File: src/rtl/fifo_128_wr_arbiter_if.sv
// Producer-side beat stream: valid/ready handshake carrying data and end-of-packet.
// Latency: none (wires only).
// Backpressure: the producer holds valid/data/last until it samples ready high.
interface fifo_128_wr_arbiter_if #(
  parameter int DW = 128
);
  logic          valid;
  logic [DW-1:0] data;
  logic          last;
  logic          ready;

  modport master (output valid, output data, output last, input ready);
  modport slave  (input valid, input data, input last, output ready);
endinterface

File: src/rtl/fifo_128_wr_arbiter.sv
// Packet-granular round-robin arbiter merging two producers onto one FIFO write port.
// Latency: accepted beat appears on fifo_wr_en/fifo_din exactly 1 cycle later; 1 idle cycle per grant.
// Backpressure: granted port's ready = ~(prog_full | full); the other port's ready stays low.
module fifo_128_wr_arbiter #(
  parameter int DW        = 128,
  parameter int MAX_BEATS = 64,
  parameter int CW        = 7     // 2**CW must exceed MAX_BEATS
) (
  input  logic                    clk,
  input  logic                    rst_n,
  fifo_128_wr_arbiter_if.slave    s0,
  fifo_128_wr_arbiter_if.slave    s1,
  input  logic                    fifo_prog_full,
  input  logic                    fifo_full,
  output logic                    fifo_wr_en,
  output logic [DW-1:0]           fifo_din,
  output logic [1:0]              gnt,
  output logic                    err_len
);

  typedef enum logic {IDLE = 1'b0, BUSY = 1'b1} state_t;

  // Counter value held while the MAX_BEATS-th beat of a packet is presented.
  localparam logic [CW-1:0] LAST_CNT = CW'(MAX_BEATS - 1);

  state_t        state_q, state_d;
  logic [1:0]    gnt_q, gnt_d;
  logic          rr_q, rr_d;       // 1: port 1 wins a tie, 0: port 0 wins
  logic [CW-1:0] cnt_q, cnt_d;
  logic          err_d;

  logic          stall;
  logic          rdy0, rdy1;
  logic          acc;
  logic          sel_last;
  logic [DW-1:0] sel_data;
  logic          at_max;

  assign stall    = fifo_prog_full | fifo_full;
  assign s0.ready = rdy0;
  assign s1.ready = rdy1;
  assign gnt      = gnt_q;

  // State register: FSM state, grant, round-robin pointer, beat counter, sticky error.
  always_ff @(posedge clk or negedge rst_n) begin
    if (!rst_n) begin
      state_q <= IDLE;
      gnt_q   <= 2'b00;
      rr_q    <= 1'b0;
      cnt_q   <= '0;
      err_len <= 1'b0;
    end else begin
      state_q <= state_d;
      gnt_q   <= gnt_d;
      rr_q    <= rr_d;
      cnt_q   <= cnt_d;
      err_len <= err_d;
    end
  end

  // Next-state: arbitrate in IDLE, close the packet on last or when the length cap is hit.
  always_comb begin
    state_d = state_q;
    gnt_d   = gnt_q;
    rr_d    = rr_q;
    cnt_d   = cnt_q;
    err_d   = err_len;
    case (state_q)
      IDLE: begin
        if (s0.valid && (!s1.valid || !rr_q)) begin
          state_d = BUSY;
          gnt_d   = 2'b01;
        end else if (s1.valid) begin
          state_d = BUSY;
          gnt_d   = 2'b10;
        end
      end
      BUSY: begin
        if (acc) begin
          if (sel_last || at_max) begin
            // A capped packet ends here too; its tail re-arbitrates as a fresh packet.
            state_d = IDLE;
            gnt_d   = 2'b00;
            rr_d    = gnt_q[0];
            cnt_d   = '0;
            if (!sel_last) err_d = 1'b1;
          end else begin
            cnt_d = cnt_q + 1'b1;
          end
        end
      end
      default: begin
        state_d = IDLE;
        gnt_d   = 2'b00;
      end
    endcase
  end

  // Outputs: ready depends only on registered grant and FIFO flags, never on valid.
  always_comb begin
    rdy0     = (state_q == BUSY) && gnt_q[0] && !stall;
    rdy1     = (state_q == BUSY) && gnt_q[1] && !stall;
    acc      = (s0.valid && rdy0) || (s1.valid && rdy1);
    sel_last = gnt_q[1] ? s1.last : s0.last;
    sel_data = gnt_q[1] ? s1.data : s0.data;
    at_max   = (cnt_q == LAST_CNT);
  end

  // Write register toward the FIFO; data holds between writes.
  always_ff @(posedge clk or negedge rst_n) begin
    if (!rst_n) begin
      fifo_wr_en <= 1'b0;
      fifo_din   <= '0;
    end else begin
      fifo_wr_en <= acc;
      if (acc) fifo_din <= sel_data;
    end
  end

endmodule

File: src/flat_wrapper.sv
// flat-port wrapper written by rule: the top's interface ports become plain ports
module fifo_128_wr_arbiter_flat 
#(
  parameter int DW        = 128,
  parameter int MAX_BEATS = 64,
  parameter int CW        = 7                                   
)
  (clk, rst_n, fifo_prog_full, fifo_full, fifo_wr_en, fifo_din, gnt, err_len, s0_valid, s0_data, s0_last, s0_ready, s1_valid, s1_data, s1_last, s1_ready);
  fifo_128_wr_arbiter_if #(.DW(DW)) s0_i ();
  fifo_128_wr_arbiter_if #(.DW(DW)) s1_i ();
  input  logic clk;
  input  logic rst_n;
  input  logic fifo_prog_full;
  input  logic fifo_full;
  output logic fifo_wr_en;
  output logic [DW-1:0] fifo_din;
  output logic [1:0] gnt;
  output logic err_len;
  input wire logic [$bits(s0_i.valid)-1:0] s0_valid;
  input wire logic [$bits(s0_i.data)-1:0] s0_data;
  input wire logic [$bits(s0_i.last)-1:0] s0_last;
  output wire logic [$bits(s0_i.ready)-1:0] s0_ready;
  input wire logic [$bits(s1_i.valid)-1:0] s1_valid;
  input wire logic [$bits(s1_i.data)-1:0] s1_data;
  input wire logic [$bits(s1_i.last)-1:0] s1_last;
  output wire logic [$bits(s1_i.ready)-1:0] s1_ready;
  assign s0_i.valid = s0_valid;
  assign s0_i.data = s0_data;
  assign s0_i.last = s0_last;
  assign s0_ready = s0_i.ready;
  assign s1_i.valid = s1_valid;
  assign s1_i.data = s1_data;
  assign s1_i.last = s1_last;
  assign s1_ready = s1_i.ready;
  fifo_128_wr_arbiter #(.DW(DW), .MAX_BEATS(MAX_BEATS), .CW(CW)) u_core (.clk(clk), .rst_n(rst_n), .s0(s0_i), .s1(s1_i), .fifo_prog_full(fifo_prog_full), .fifo_full(fifo_full), .fifo_wr_en(fifo_wr_en), .fifo_din(fifo_din), .gnt(gnt), .err_len(err_len));
endmodule
File: config.mk
export PLATFORM = sky130hd
export DESIGN_NAME = fifo_128_wr_arbiter_flat
export DESIGN_NICKNAME = d
export VERILOG_FILES = /design/src/rtl/fifo_128_wr_arbiter_if.sv /design/src/rtl/fifo_128_wr_arbiter.sv /design/src/flat_wrapper.sv
export SDC_FILE = /design/constraint.sdc
export NUM_CORES = 1
export LEC_CHECK = 0
export CAP_MARGIN = 30
export CORE_AREA = 2 2 154 156
export CTS_CLUSTER_SIZE = 30
export DETAILED_ROUTE_END_ITERATION = 6
export DIE_AREA = 0 0 156 158
export SYNTH_ARGS = -nofsm -noshare
export SYNTH_HDL_FRONTEND = slang
export SYNTH_SLANG_ARGS = --single-unit
File: constraint.sdc
create_clock -name clk -period 3.1 [get_ports clk]
set_input_delay 0.62 -clock clk [delete_from_list [all_inputs] [get_ports clk]]
set_output_delay 0.62 -clock clk [all_outputs]
set_load 0.01 [all_outputs]
## Word level (Yosys, flattened, before mapping)

Cells that the tools add are included.

- $add $sub $neg: 1
- Eq/ne operators: 4
- Mux-type cells: 13
- Reductions and logical operators: 17
- Bitwise operators: 3

Operator list:

| operator | number |
|---|---|
| two-way mux 128 bit | 1 |
| two-way mux 2 bit | 4 |
| adder 7 x 1 -> 7 bit (second input constant) | 1 |
| equality test 7 x 6 -> 1 bit (second input constant) | 1 |
| logical AND 1 bit | 7 |
| two-way mux 7 bit | 1 |
| AND reduction 3 bit | 2 |
| two-way mux 1 bit | 5 |
| inequality test 2 bit (second input constant) | 2 |
| case mux 2 bit (2 select lines) | 1 |
| AND reduction 4 bit | 1 |
| zero test 1 bit | 3 |
| logical OR 1 bit | 3 |
| inequality test 3 x 2 -> 1 bit (second input constant) | 1 |
| inverter 1 bit | 2 |
| case mux 1 bit (2 select lines) | 1 |
| AND reduction 2 bit | 1 |
| OR 1 bit | 1 |

- Logic and storage cells: 45
- Input bits: 264
- Register bits: 141
- Output and inout port bits: 134

## Logic depth before layout (Yosys ltp)

- Depth after elaboration: 7
- Mapped depth: 9
- Depth with buffers taken out: 5

## Least setup slack after synthesis

OpenSTA, ideal clock, no wires.

- Path kind: reg2out
- Start: reg u_core.gnt_q[1] (netlist: u_core.gnt[1])
- End: out s1_ready
- Data required time: 2.480 ns
- Data arrival time: 1.335 ns
- Setup slack: 1.145 ns
- Stages on the path, launching flop included: 5
- Buffers on the path: 3
- Cells stage by stage: dfrtp_1 buf_2 buf_4 clkbuf_1 and2_1

- Cells in the longest elaborated chain, start to end: 2

RTL lines:

| what | line | RTL |
|---|---|---|
| start: declaration | fifo_128_wr_arbiter.sv:27 | `logic [1:0] gnt_q, gnt_d;` |
| start signal: assignment | fifo_128_wr_arbiter.sv:54 | `gnt_q <= gnt_d;` |
| logical AND 1 bit (2 in series) | fifo_128_wr_arbiter.sv:102 | `rdy1 = (state_q == BUSY) && gnt_q[1] && !stall;` |
| end: declaration | flat_wrapper.sv:26 | `output wire logic [$bits(s1_i.ready)-1:0] s1_ready;` |

No other way between the ends.

## Final worst setup path

- Start: in fifo_full
- End: out s1_ready

- Cells in the longest elaborated chain, start to end: 3

RTL lines:

| what | line | RTL |
|---|---|---|
| start: declaration | flat_wrapper.sv:14 | `input logic fifo_full;` |
| OR 1 bit | fifo_128_wr_arbiter.sv:39 | `assign stall = fifo_prog_full \| fifo_full;` |
| zero test 1 bit | fifo_128_wr_arbiter.sv:102 |  |
| logical AND 1 bit | fifo_128_wr_arbiter.sv:102 |  |

No other way between the ends.

==> flow_metrics.py <==
metrics = {
    "critical_path": {
        "critPathLaunchType": "input pin",
        "worstPathArrival_ns": 1.95,
        "cp_max_fo": 3,
        "cp-end-kind": "output port",
        "cp.required_ns": 2.48,
        "path_class": "in -> out",
    },
    "floorplan": {
        "die_x_microns": 156,
        "ioPinCount": 398,
        "num_rows": 56,
        "start_util_pct": 27.96,
        "fp.coreArea_sq_um": 23050,
        "dieArea_sq_um": 24650,
        "die_h_microns": 158,
    },
    "cells_and_area": {
        "design_area_sq_um": 11310,
        "fillerInstances": 2193,
        "register_area_sq_um": 3532,
        "fin_nets": 1270,
        "drive_gt1_share_pct": 4.818,
        "multiInputGateArea_sq_um": 2724,
        "syn2layout_area_growth_pct": 75.56,
    },
    "synth": {
        "synth_flop_cell": "dfrtp_1",
        "syn_area_sq_um": 6445,
        "synth_fp_nets": 886,
        "synthCells": 621,
        "ys_warn_count": 0,
        "synth_cell_types": 33,
        "synth-seq-cells": 141,
        "yosysSeqAreaShare_pct": 54.75,
        "synth_top_area_share_pct": 54.75,
        "synth_area_leaders": "dfrtp_1 (55%), mux2i_1 (20%), o21ai_0 (10%), nand2_1 (8.0%), clkbuf_1 (1.6%)",
        "synth_edf_count": 0,
        "synth_top_area_cell": "dfrtp_1",
        "synth-async-reset-ratio_pct": 100.0,
        "synth_area_per_cell_sq_um": 10.38,
    },
    "timing": {
        "min_period_ns": 2.570,
        "setup_violations": 0,
        "holdWs_ns": 0.1616,
        "finalMaxSlewViolations": 0,
        "fin_tns_setup_ns": 0,
        "post-route-period-util_pct": 82.91,
        "setup_slack_ns": 0.5298,
        "hold_violations": 0,
        "clock_skew_ns": 0.008364,
        "relSlewSlack_pct": 40.76,
        "grt_setup_unrepaired": "false",
        "tightest_slew_ns": 0.8886,
        "fmax_mhz": 389.1,
    },
    "clock_network": {
        "cts_root_buffer": "clkbuf_16",
        "cts.path.max_buffers": 2,
        "cts_tree": "done",
        "h-tree-depth": 4,
        "clkLatencyLatePin_ns": 0.41,
        "cts.sink_count": 141,
        "clk_pin_slew_ns": 0.06,
        "post_cts_buffers": 0,
        "cts_buffers": 17,
        "cts_resized": 0,
        "cts_hold_buf": 0,
    },
    "drt": {
        "dr_total_vias": 5780,
        "drtIter0Drc": 228,
        "remaining_drc_errors": 0,
        "wl_per_cell_microns": 16.22,
        "dr.pass1.iters": 4,
        "vias_per_cell": 4.419,
        "ant_nets": 0,
        "drt_wl_total_microns": 21220,
    },
    "power": {
        "p_int_mw": 6.423,
        "switching_share_pct": 33.31,
        "vdd_drop_max_mv": 0.3155,
        "power.leakage_nw": 4.753,
        "power_density_nw_per_um2": 851.2,
        "netSwitchingPower_mw": 3.209,
        "p_comb_share_pct": 44.9,
        "seqPwrFrac_pct": 33.5,
        "clockPowerShare_pct": 21.6,
    },
    "global_routing": {
        "grt_pass1_vias": 5783,
        "grt_pass1_wl_microns": 31660,
        "grt_max_degree": 87,
        "antenna_found_initial": 2,
        "track_usage_pct": 16.80,
        "gr-total-overflow": 0,
    },
    "placement": {
        "dpl-instance-area_sq_um": 10720,
        "post-place-ws_ns": 0.5194,
        "dp_hpwl_microns": 16430,
        "portBuffers": 397,
        "gp_congestion": 0.7098,
    },
    "hold_path": {
        "hold_path_class": "in -> async",
    },
    "run": {
        "maxCapViolations": 0,
    },
    "run_status": {
        "outcome": "finished, final reports clean",
    },
}
-- final cells by class --
| cell class | count | share of cell area [%] |
|---|---|---|
| Timing Repair Buffer | 409 | 36.15 |
| Sequential cell | 141 | 31.22 |
| Multi-Input combinational cell | 434 | 24.07 |
| Clock buffer | 18 | 3.793 |
| Tap cell | 290 | 3.207 |
| Clock inverter | 13 | 1.471 |
| Inverter | 2 | 0.06635 |
| Antenna cell | 1 | 0.02212 |
-- placed cells by master (no fill, tap or decap), drive strengths merged --
master / n
clkinvlp: 3
buf: 13
a22o: 1
nand2b: 1
dfrtp: 141
clkbuf: 18
clkinv: 6
and2: 2
mux2i: 129
nor4b: 1
nand2: 139
bufinv: 3
a32o: 1
and3b: 1
nor2b: 1
and3: 1
or4: 1
nor3: 2
nor3b: 1
a21o: 1
inv: 3
ha: 1
diode: 1
nand3: 6
a21boi: 1
a31o: 2
nor2: 3
nand3b: 1
o31a: 1
clkdlybuf4s50: 396
o31ai: 2
o21ai: 135
-- power by group through the flow --
stage                     Sequential [mW]  Clock (mW)  Combinational, mW
final                                3.23        2.08               4.32
after global routing                 3.36        2.23               4.71
after CTS                            3.25        2.16               4.41
after detailed placement             3.26           0               4.41
after global placement               3.24           0               4.37
after floorplan                      3.59           0               1.44
-- metal layers --
metal / GRT usage (%) / wire, microns
met4: 4.281 / 224
met2: 29.54 / 10550
met3: 7.200 / 2081
met5: 0 / 12
met1: 18.78 / 8354
-- synthesized netlist by cell type, types with 2 or more instances --
cell type	count
a31o_2	2
clkbuf_1	28
nand3_1	6
dfrtp_1	141
nor2_1	3
nand2_1	138
buf_2	12
nor3_1	2
buf_6	2
o31ai_1	2
and2_1	2
o21ai_0	135
mux2i_1	128
-- logic make-up after synthesis --
group | share of synthesized area [%]
AO/OA/AOI/OAI | 11.65
adder cells (fa/ha/maj) | 0.1941
buffers and inverters | 3.203
flip-flops | 54.75
multiplexers | 20.09
AND/OR/NAND/NOR | 10.11
-- worst paths after layout --
check	start	to	slack [ns]	cells after the start
max	fifo_full	s1_ready	0.53	4
min	rst_n	u_core.fifo_din[117]$_DFFE_PN0N_	0.16	1
max reg2reg	u_core.gnt[1]$_DFFE_PN0P_	u_core.cnt_q[4]$_DFFE_PN0P_	1.12	4
min reg2reg	u_core.fifo_din[97]$_DFFE_PN0N_	u_core.fifo_din[97]$_DFFE_PN0N_	0.47	2
max in group asynchronous	rst_n	u_core.fifo_din[76]$_DFFE_PN0N_	2.15	2
min in group clk	u_core.fifo_din[97]$_DFFE_PN0N_	u_core.fifo_din[97]$_DFFE_PN0N_	0.47	2
-- sequential cells by signal, indices dropped and copies added (netlist names) --
register / cells
u_core.fifo_din: 128
u_core.fifo_wr_en: 1
u_core.cnt_q: 7
u_core.gnt: 2
u_core.state_q: 1
u_core.err_len: 1
u_core.rr_q: 1
-- worst max-delay path: stages --
cell	delay [ns]
clkdlybuf4s50_1	0.41
nor3b_2	0.22
and2_1	0.16
clkdlybuf4s50_1	0.54
-- per-stage QoR --
step	instances	power, mW	util, %
after floorplan	621	5.031	-
after global placement	1276	7.608	46.49
after detailed placement	1276	7.667	46.49
after CTS	1307	9.816	49.07
after global routing	1308	10.31	49.08
final	1308	9.631	49.08
Note: power is estimated with default switching activity, not from simulation.
